==> src/rtl/cpu_branch_pkg.sv <==
// Shared types and helpers for the branch/CON/PC unit: FSM state encoding,
// default datapath widths and the offset sign-extension helper.
package cpu_branch_pkg;

  typedef enum logic [1:0] {
    IDLE      = 2'd0,
    WAIT_COND = 2'd1,
    APPLY     = 2'd2,
    DONE      = 2'd3
  } br_state_e;

  localparam int DATA_W_DEF   = 32;
  localparam int OFFSET_W_DEF = 19;
  localparam int SEXT_MAX_W   = 64;

  // Replicates bit (width-1) of raw into every bit at or above width.
  function automatic logic [SEXT_MAX_W-1:0] sign_extend(input logic [SEXT_MAX_W-1:0] raw,
                                                        input int width);
    logic [SEXT_MAX_W-1:0] result;
    logic                  sign_bit;
    sign_bit = 1'b0;
    for (int i = 0; i < SEXT_MAX_W; i++) begin
      if (i == width - 1) sign_bit = raw[i];
    end
    for (int i = 0; i < SEXT_MAX_W; i++) begin
      result[i] = (i < width) ? raw[i] : sign_bit;
    end
    return result;
  endfunction

endpackage

==> src/rtl/branch_con_pc_unit_con_ff.sv <==
// Architectural CON flip-flop: captures the condition decoder result whenever
// con_in is strobed, cleared asynchronously by clear_n.
module con_ff (
  input  logic clock,
  input  logic clear_n,
  input  logic con_in,
  input  logic d_in,
  output logic con_out
);

  logic con_q;

  always_ff @(posedge clock or negedge clear_n) begin
    if (!clear_n) begin
      con_q <= 1'b0;
    end else if (con_in) begin
      con_q <= d_in;
    end
  end

  assign con_out = con_q;

endmodule

==> src/rtl/branch_con_pc_unit.sv <==
// CON flip-flop, PC register and conditional-branch sequencer.
// Optional BRANCH_STATS_EN adds saturating taken/not-taken branch counters.
module branch_con_pc_unit
  import cpu_branch_pkg::*;
#(
  parameter int                DATA_W   = DATA_W_DEF,
  parameter int                OFFSET_W = OFFSET_W_DEF,
  parameter int                TIMEOUT  = 15,
  parameter logic [DATA_W-1:0] RESET_PC = '0
) (
  input  logic              clock,
  input  logic              clear_n,
  input  logic [DATA_W-1:0] bus_data,
  input  logic              pc_in,
  input  logic              inc_pc,
  input  logic              con_in,
  input  logic              d_in,
  input  logic              br_start,
  input  logic [DATA_W-1:0] ir,
  output logic [DATA_W-1:0] pc_out,
  output logic              con_out,
  output logic              br_busy,
  output logic              br_done,
  output logic              br_taken,
  output logic              br_err
`ifdef BRANCH_STATS_EN
  ,
  output logic [15:0]       taken_cnt,
  output logic [15:0]       not_taken_cnt
`endif
);

  localparam logic [7:0] CNT_LAST = 8'(TIMEOUT - 1);

  br_state_e         state_q;
  logic [DATA_W-1:0] off_q;
  logic [DATA_W-1:0] off_d;
  logic [DATA_W-1:0] pc_q;
  logic [DATA_W-1:0] pc_d;
  logic [7:0]        cnt_q;
  logic              done_q;
  logic              taken_q;
  logic              err_q;
  logic              apply_taken;
  logic              unused_ir_bits;

  con_ff u_con_ff (
    .clock   (clock),
    .clear_n (clear_n),
    .con_in  (con_in),
    .d_in    (d_in),
    .con_out (con_out)
  );

  assign off_d          = DATA_W'(sign_extend(SEXT_MAX_W'(ir[OFFSET_W-1:0]), OFFSET_W));
  assign unused_ir_bits = ^ir[DATA_W-1:OFFSET_W];

  // APPLY reads the CON value latched on the edge that left WAIT_COND.
  assign apply_taken = (state_q == APPLY) && con_out;

  always_comb begin
    pc_d = pc_q;
    if (pc_in) begin
      pc_d = bus_data;
    end else if (apply_taken) begin
      pc_d = pc_q + off_q;
    end else if (inc_pc) begin
      pc_d = pc_q + DATA_W'(1);
    end
  end

  always_ff @(posedge clock or negedge clear_n) begin
    if (!clear_n) begin
      pc_q <= RESET_PC;
    end else begin
      pc_q <= pc_d;
    end
  end

  always_ff @(posedge clock or negedge clear_n) begin
    if (!clear_n) begin
      state_q <= IDLE;
      off_q   <= '0;
      cnt_q   <= '0;
      done_q  <= 1'b0;
      taken_q <= 1'b0;
      err_q   <= 1'b0;
    end else begin
      done_q  <= 1'b0;
      taken_q <= 1'b0;
      err_q   <= 1'b0;
      case (state_q)
        IDLE: begin
          if (br_start) begin
            off_q   <= off_d;
            cnt_q   <= '0;
            state_q <= WAIT_COND;
          end
        end
        WAIT_COND: begin
          if (con_in) begin
            state_q <= APPLY;
          end else if (cnt_q == CNT_LAST) begin
            state_q <= DONE;
            done_q  <= 1'b1;
            err_q   <= 1'b1;
          end else begin
            cnt_q <= cnt_q + 8'd1;
          end
        end
        APPLY: begin
          state_q <= DONE;
          done_q  <= 1'b1;
          taken_q <= con_out;
        end
        DONE: begin
          state_q <= IDLE;
        end
        default: begin
          state_q <= IDLE;
        end
      endcase
    end
  end

  assign pc_out   = pc_q;
  assign br_busy  = (state_q != IDLE);
  assign br_done  = done_q;
  assign br_taken = taken_q;
  assign br_err   = err_q;

`ifdef BRANCH_STATS_EN
  logic [15:0] taken_cnt_q;
  logic [15:0] not_taken_cnt_q;

  always_ff @(posedge clock or negedge clear_n) begin
    if (!clear_n) begin
      taken_cnt_q     <= '0;
      not_taken_cnt_q <= '0;
    end else if (done_q) begin
      if (taken_q) begin
        if (taken_cnt_q != 16'hFFFF) taken_cnt_q <= taken_cnt_q + 16'd1;
      end else if (!err_q) begin
        if (not_taken_cnt_q != 16'hFFFF) not_taken_cnt_q <= not_taken_cnt_q + 16'd1;
      end
    end
  end

  assign taken_cnt     = taken_cnt_q;
  assign not_taken_cnt = not_taken_cnt_q;
`endif

endmodule

==> config.mk <==
export PLATFORM = sky130hd
export DESIGN_NAME = branch_con_pc_unit
export DESIGN_NICKNAME = d
export VERILOG_FILES = /design/src/rtl/cpu_branch_pkg.sv /design/src/rtl/branch_con_pc_unit_con_ff.sv /design/src/rtl/branch_con_pc_unit.sv
export SDC_FILE = /design/constraint.sdc
export NUM_CORES = 1
export LEC_CHECK = 0
export BUFFER_PORTS_ARGS = -buffer_cell sky130_fd_sc_hd__buf_2
export CAP_MARGIN = 10
export CORE_ASPECT_RATIO = 2
export CORE_UTILIZATION = 45
export CTS_CLUSTER_SIZE = 14
export DETAILED_ROUTE_END_ITERATION = 8
export GPL_ROUTABILITY_DRIVEN = 0
export PLACE_DENSITY = 0.66
export SYNTH_ARGS = -nofsm -noshare
export SYNTH_HDL_FRONTEND = slang
export SYNTH_SLANG_ARGS = --single-unit
==> constraint.sdc <==
create_clock -name clock -period 4.3 [get_ports clock]
set_clock_uncertainty 0.2 [all_clocks]
set_input_delay 0.43 -clock clock [delete_from_list [all_inputs] [get_ports clock]]
set_output_delay 0.43 -clock clock [all_outputs]
set_load 0.01 [all_outputs]
==> results of run 1 <==
registers in the layout, summed over array words and instances (netlist names):
name	count
off_q	19
br_err	1
u_con_ff.con_out	1
br_taken	1
cnt_q	8
br_done	1
state_q	2
pc_out	32
cell families after synthesis:
group | count (synthesis)
flops | 65
compound gates | 115
xor+xnor | 28
fa+ha+maj | 24
buf+inv | 32
mux | 36
simple gates | 182
worst max path at each step:
stage / startpoint / endpoint / cells past startpoint
CTS: state_q[0] / pc_out[28] / 13
detailed placement: state_q[0] / pc_out[28] / 13
global placement: state_q[0] / pc_out[28] / 13
finish: state_q[0] / pc_out[28] / 13
global route: state_q[0] / pc_out[28] / 13
floorplan: state_q[0] / pc_out[24] / 14
synth_stat cells, types with 3 or more instances:
library cell  instances
dfrtp_1              65
nor2_1               43
nand2_1              36
and3_1               29
mux2_2               25
ha_1                 23
clkbuf_1             22
a21oi_1              17
o21ai_0              17
xor2_1               15
o21a_1               13
xnor2_1              13
nand3_1              12
nand4_1              10
mux2i_1               9
nor3_1                9
or3_1                 8
a21o_1                7
a31oi_1               7
inv_1                 7
o211ai_1              7
a221o_1               6
a211oi_1              5
nor4_1                5
o21ai_1               5
nand2b_1              4
nor2b_1               4
o311ai_0              4
a21boi_1              3
o21bai_1              3
o31ai_1               3
or4_1                 3
layer usage:
| metal | wire length [microns] | up-vias |
|---|---|---|
| li1 | - | 1978 |
| met5 | 0 | - |
| met1 | 4430 | 1980 |
| met2 | 6750 | 133 |
| met4 | 588 | 0 |
| met3 | 533 | 36 |
cell type report:
cell class / instances / share of cell area [%]
clock buffers: 12 / 4.37
flip-flops and latches: 65 / 30.1
clock inverters: 3 / 0.787
multi-input cells: 385 / 51.0
well taps: 132 / 3.05
inverters: 7 / 0.486
repair buffers: 105 / 10.2
metrics by stage:
step / std cells / cell area (sq um) / util, %
global placement: 694 / 5130 / 52.9
floorplan: 482 / 4500 / -
global route: 709 / 5410 / 55.7
finish: 709 / 5410 / 55.7
CTS: 709 / 5410 / 55.7
detailed placement: 694 / 5130 / 52.9
placed cells by master (no fill, tap or decap), types with 3 or more instances in the layout:
cell and instances:
ha_1 23, a21oi_1 17, o211ai_1 7, nor2_1 42, o21bai_1 3, a211oi_1 5, xnor2_1 13, mux2_2 25
inv_1 7, a21boi_1 3, o21a_1 13, nand2_1 36, a31oi_1 7, nor3_1 9, and3_1 29, nand4_1 10
clkbuf_1 3, or3_1 8, xor2_1 15, dfrtp_1 65, o21ai_1 5, buf_2 94, o21ai_0 17, nand2b_1 4
mux2i_1 9, clkbuf_16 9, nor4_1 5, nand3_1 12, or4_1 3, buf_4 11, a21o_1 7, a221o_1 6
nor2b_1 4, o31ai_1 3, o311ai_0 4
report_power, final:
part	switching (mW)	total [mW]	internal, mW	leakage [nW]
logic	0.707	1.30	0.593	1.61
registers	0.166	0.963	0.798	0.786
clock network	0.259	0.704	0.445	0.133
==> flow_summary_export.csv, run 1 <==
group,metric,value,unit
logic_synthesis,synth_top_family_by_area,"simple AND/OR/NAND/NOR gates",
sta,fmax,252,MHz
cts,postCtsSetupBuffers,0,
routing,drt_iter0_markers,182,
placement,dp_slack,0.356,ns
cts,ctsLongestPathBuffers,2,
critical_path,critPathMaxStageDelay,0.57,ns
logic_synthesis,synth_mux_area_share,8.75,%
global_routing,grt_max_degree,40,
critical_path,worst-r2r-setup-slack,0.33,ns
routing,wirelength,12.3,mm
logic_synthesis,ys_warn_count,0,
logic_synthesis,syn_avg_cell_area,9.34,sq um
critical_path,r2r_start,"state_q[0]",
finish,seqCellArea,0.00163,sq mm
routing,wl_per_cell,17.4,microns
logic_synthesis,synth_cells,482,
cts,cts_buffers,9,
logic_synthesis,synth_fp_nets,577,
critical_path,arrival,3.98,ns
logic_synthesis,synthTopCellsByArea,"dfrtp_1 36%, ha_1 6.4%, mux2_2 6.3%",
placement,hpwl,9.54,mm
finish,diodes,0,
floorplanning,rows,51,
sta,layout_min_cycle_time,3.97,ns
global_routing,use_met3,2.73,%
finish,n_fill_cell,946,
logic_synthesis,syn-cell-area,0.00450,sq mm
global_routing,grt_pass1_vias,4139,
cts,cts_root_buffer,"clkbuf_16",
run,maxCapViolCount,0,
sta,slew_violations,0,
finish,nets,668,
cts,hold_buffers,0,
pwr,total_power,2.97,mW
logic_synthesis,synthArstFlopShare,100,%
logic_synthesis,yosys_register_bits,65,
floorplanning,die_area,0.0104,sq mm
cts,clk_latency,0.33,ns
critical_path,rr_endpoint,"pc_out[28]",
global_routing,grt_pass1_wl,19.8,mm
global_routing,antenna_found_initial,0,
logic_synthesis,synth_area_leader_cell,"dfrtp_1",
logic_synthesis,synth_xor_area_share,5.45,%
sta,fin_setup_tns,0,ns
routing,remaining_drc_errors,0,
critical_path,cpMostUsedCell,"ha_1",
sta,hold_viol,0,
pwr,leakagePower,2.53,nW
logic_synthesis,synth-simple-area-share,21.0,%
sta,timing.hold.ws,0.0313,ns
critical_path,cp_top_family,"compound AO/OA/AOI/OAI gates",
finish,multi_input_area,0.00276,sq mm
floorplanning,core_region_area,0.00970,sq mm
global_routing,met2_usage,46.7,%
routing,drtAntennaViolNets,0,
logic_synthesis,synth_compound_area_share,19.1,%
worst_hold_path,worstHoldPathType,"input pin to asynchronous set/reset pin",
critical_path,crit_type,"flop to flop",
critical_path,crit_slowest_cell,"or4_1",
finish,drive_gt1_share,27.2,%
global_routing,grtUsageMet1,26.1,%
floorplanning,ioPinCount,108,
critical_path,path_cells,"inv_1 -> ha_1 -> and2_1 -> nand2b_1 -> ha_1 -> fa_1 -> a211oi_1 -> nor2_1 -> o31ai_1 -> a21oi_1 -> or4_1 -> and3_1 -> a2111oi_2",
logic_synthesis,synth_cell_types,66,
global_routing,grt.overflow.total,0,
pwr,powerDensity,549,mW/mm^2
critical_path,cp_num_buf_inv,1,
cts,path_clk_slew,0.05,ns
critical_path,critPathMaxFanout,4,
logic_synthesis,yosysSeqAreaShare,36.1,%
critical_path,worstRegToRegCells,13,
critical_path,required,4.32,ns
pwr,peakVddDrop,0.405,mV
floorplanning,initial_utilization,46.4,%
cts,cts.sinks,65,
cts,cts_tree,"done",
routing,via_count,4127,
sta,grt_setup_unrepaired,"false",
logic_synthesis,synth_ff_type,"dfrtp_1",
cts,h-tree-depth,3,
critical_path,critPathLaunchType,"flop",
sta,period_share,92.3,%
critical_path,end_kind,"flop",
logic_synthesis,synth-edff-count,0,
sta,maxSlewHeadroom,33.9,%
global_routing,grt_util_all_layers,25.1,%
cts,cts_resized,0,
floorplanning,die_w,72.7,microns
outcome,status,"finished, final reports clean",
sta,final-setup-viol-count,0,
floorplanning,die-height,143,microns
logic_synthesis,synthAdderAreaFrac,6.84,%
routing,first_pass_iters,4,
placement,portBuffers,94,
finish,syn_to_final_growth,20.1,%
logic_synthesis,synth_top_area_share,36.1,%
routing,vias_per_cell,5.82,
sta,worstMarginPinSlew,0.991,ns
global_routing,top_usage_layer,"met2",
sta,layout_setup_ws,0.333,ns
Power figures use the tool's default switching activity.
==> run 2, diff against run 1 <==
==> constraint.sdc (replaced) <==
create_clock -name clock -period 4.3 [get_ports clock]
set_clock_uncertainty 0.2 [all_clocks]
set_input_delay 0.645 -clock clock [delete_from_list [all_inputs] [get_ports clock]]
set_output_delay 0.645 -clock clock [all_outputs]
set_load 0.01 [all_outputs]
==> flow_summary_export.csv, run 2 (synthesis results as in run 1) <==
group,metric,value,unit
global_routing,grt.overflow.total,0,
critical_path,worst-r2r-setup-slack,0.38,ns
sta,period_share,91.2,%
pwr,powerDensity,538,mW/mm^2
sta,hold_viol,0,
routing,wirelength,12.1,mm
global_routing,use_met3,4.49,%
critical_path,arrival,3.94,ns
critical_path,required,4.32,ns
critical_path,end_kind,"flop",
critical_path,crit_type,"flop to flop",
routing,remaining_drc_errors,0,
cts,h-tree-depth,3,
finish,post-route-util,55.6,%
finish,final_cell_mix,"94 x buf_2, 65 x dfrtp_1, 42 x nor2_1, 36 x nand2_1, 29 x and3_1",
cts,cts_tree,"done",
cts,hold_buffers,0,
floorplanning,ioPinCount,108,
finish,drive_gt1_share,27.6,%
finish,syn_to_final_growth,19.9,%
placement,portBuffers,94,
cts,path_clk_slew,0.05,ns
critical_path,critPathLaunchType,"flop",
placement,placedCellCount,694,
finish,largest_register_ff_count,32,
worst_hold_path,worstHoldPathType,"input pin to asynchronous set/reset pin",
cts,cts_root_buffer,"clkbuf_16",
floorplanning,initial_utilization,46.4,%
routing,drt_iter0_markers,186,
finish,n_fill_cell,979,
global_routing,met2_usage,47.4,%
global_routing,top_usage_layer,"met2",
sta,fmax,255,MHz
routing,wl_per_cell,17.0,microns
finish,nets,668,
global_routing,grt_max_degree,39,
global_routing,antenna_found_initial,0,
sta,worstMarginPinSlew,1.00,ns
sta,maxSlewHeadroom,33.3,%
pwr,leakagePower,2.52,nW
routing,vias_per_cell,5.82,
floorplanning,rows,51,
global_routing,grtUsageMet1,23.7,%
cts,cts.sinks,65,
placement,hpwl,9.47,mm
pwr,peakVddDrop,0.357,mV
cts,ctsLongestPathBuffers,2,
floorplanning,core_region_area,0.00970,sq mm
finish,diodes,0,
finish,layout_commonest_cell,"buf_2",
routing,drtAntennaViolNets,0,
cts,cts_resized,0,
sta,fin_setup_tns,0,ns
sta,slew_violations,0,
outcome,status,"finished, final reports clean",
global_routing,grt_pass1_wl,19.7,mm
cts,cts_buffers,9,
floorplanning,die_area,0.0104,sq mm
routing,via_count,4129,
global_routing,grt_util_all_layers,24.8,%
floorplanning,die_w,72.7,microns
sta,final-setup-viol-count,0,
run,maxCapViolCount,0,
finish,instances_no_fill,709,
sta,grt_setup_unrepaired,"false",
critical_path,critPathMaxFanout,4,
routing,first_pass_iters,4,
cts,postCtsSetupBuffers,0,
floorplanning,die-height,143,microns
global_routing,grt_pass1_vias,4300,
cts,clk_latency,0.33,ns
sta,layout_min_cycle_time,3.92,ns
run 2: stage by stage:
step           worst slack, ns  hold WS [ns]  power, mW  instance area, sq um
2_1_floorplan            0.686         0.149       1.87                  4500
3_3_place_gp             0.349         0.282       2.22                  5130
3_5_place_dp             0.285         0.286       2.26                  5130
4_1_cts                  0.249         0.249       2.92                  5390
5_1_grt                 0.0851         0.294       3.11                  5400
6_report                 0.380         0.218       2.91                  5400
run 2: worst max-delay path, cell delays in order (launching register included):
cell       delay, ns
dfrtp_1         0.40
inv_1           0.09
ha_1            0.16
and2_1          0.18
nand2b_1        0.08
ha_1            0.22
fa_1            0.43
a211oi_1        0.32
nor2_1          0.13
o31ai_2         0.30
a21oi_1         0.21
or4_1           0.58
and3_1          0.18
a2111oi_2       0.32
run 2: path summary, 6_finish.rpt:
check	start	end	cells after the start
worst max-delay path	state_q[0]	pc_out[28]	13
worst min-delay path	clear_n	pc_out[0]	1
worst max register to register	state_q[0]	pc_out[28]	13
worst min register to register	off_q[15]	off_q[15]	1
max in group asynchronous	clear_n	off_q[13]	2
min in group clock	off_q[15]	off_q[15]	1
run 2: where the power goes:
part	internal (mW)	total (mW)	switching, mW
clock network	0.400	0.650	0.250
registers	0.798	0.963	0.166
logic	0.593	1.29	0.700
total	1.79	2.91	1.12
run 2: layer usage:
layer | vias up | routed length (microns)
met5 | - | 0
met4 | 0 | 521
met3 | 39 | 516
met2 | 129 | 6820
met1 | 1987 | 4220
li1 | 1974 | -
run 2: layout make-up:
type	count	area (sq um)	share of cell area, %
Clock inverter	3	17.5	0.325
Tap cell	132	165	3.06
Inverter	7	26.3	0.487
Clock buffer	12	246	4.57
Multi-Input combinational cell	385	2760	51.2
Timing Repair Buffer	105	553	10.2
Sequential cell	65	1630	30.1
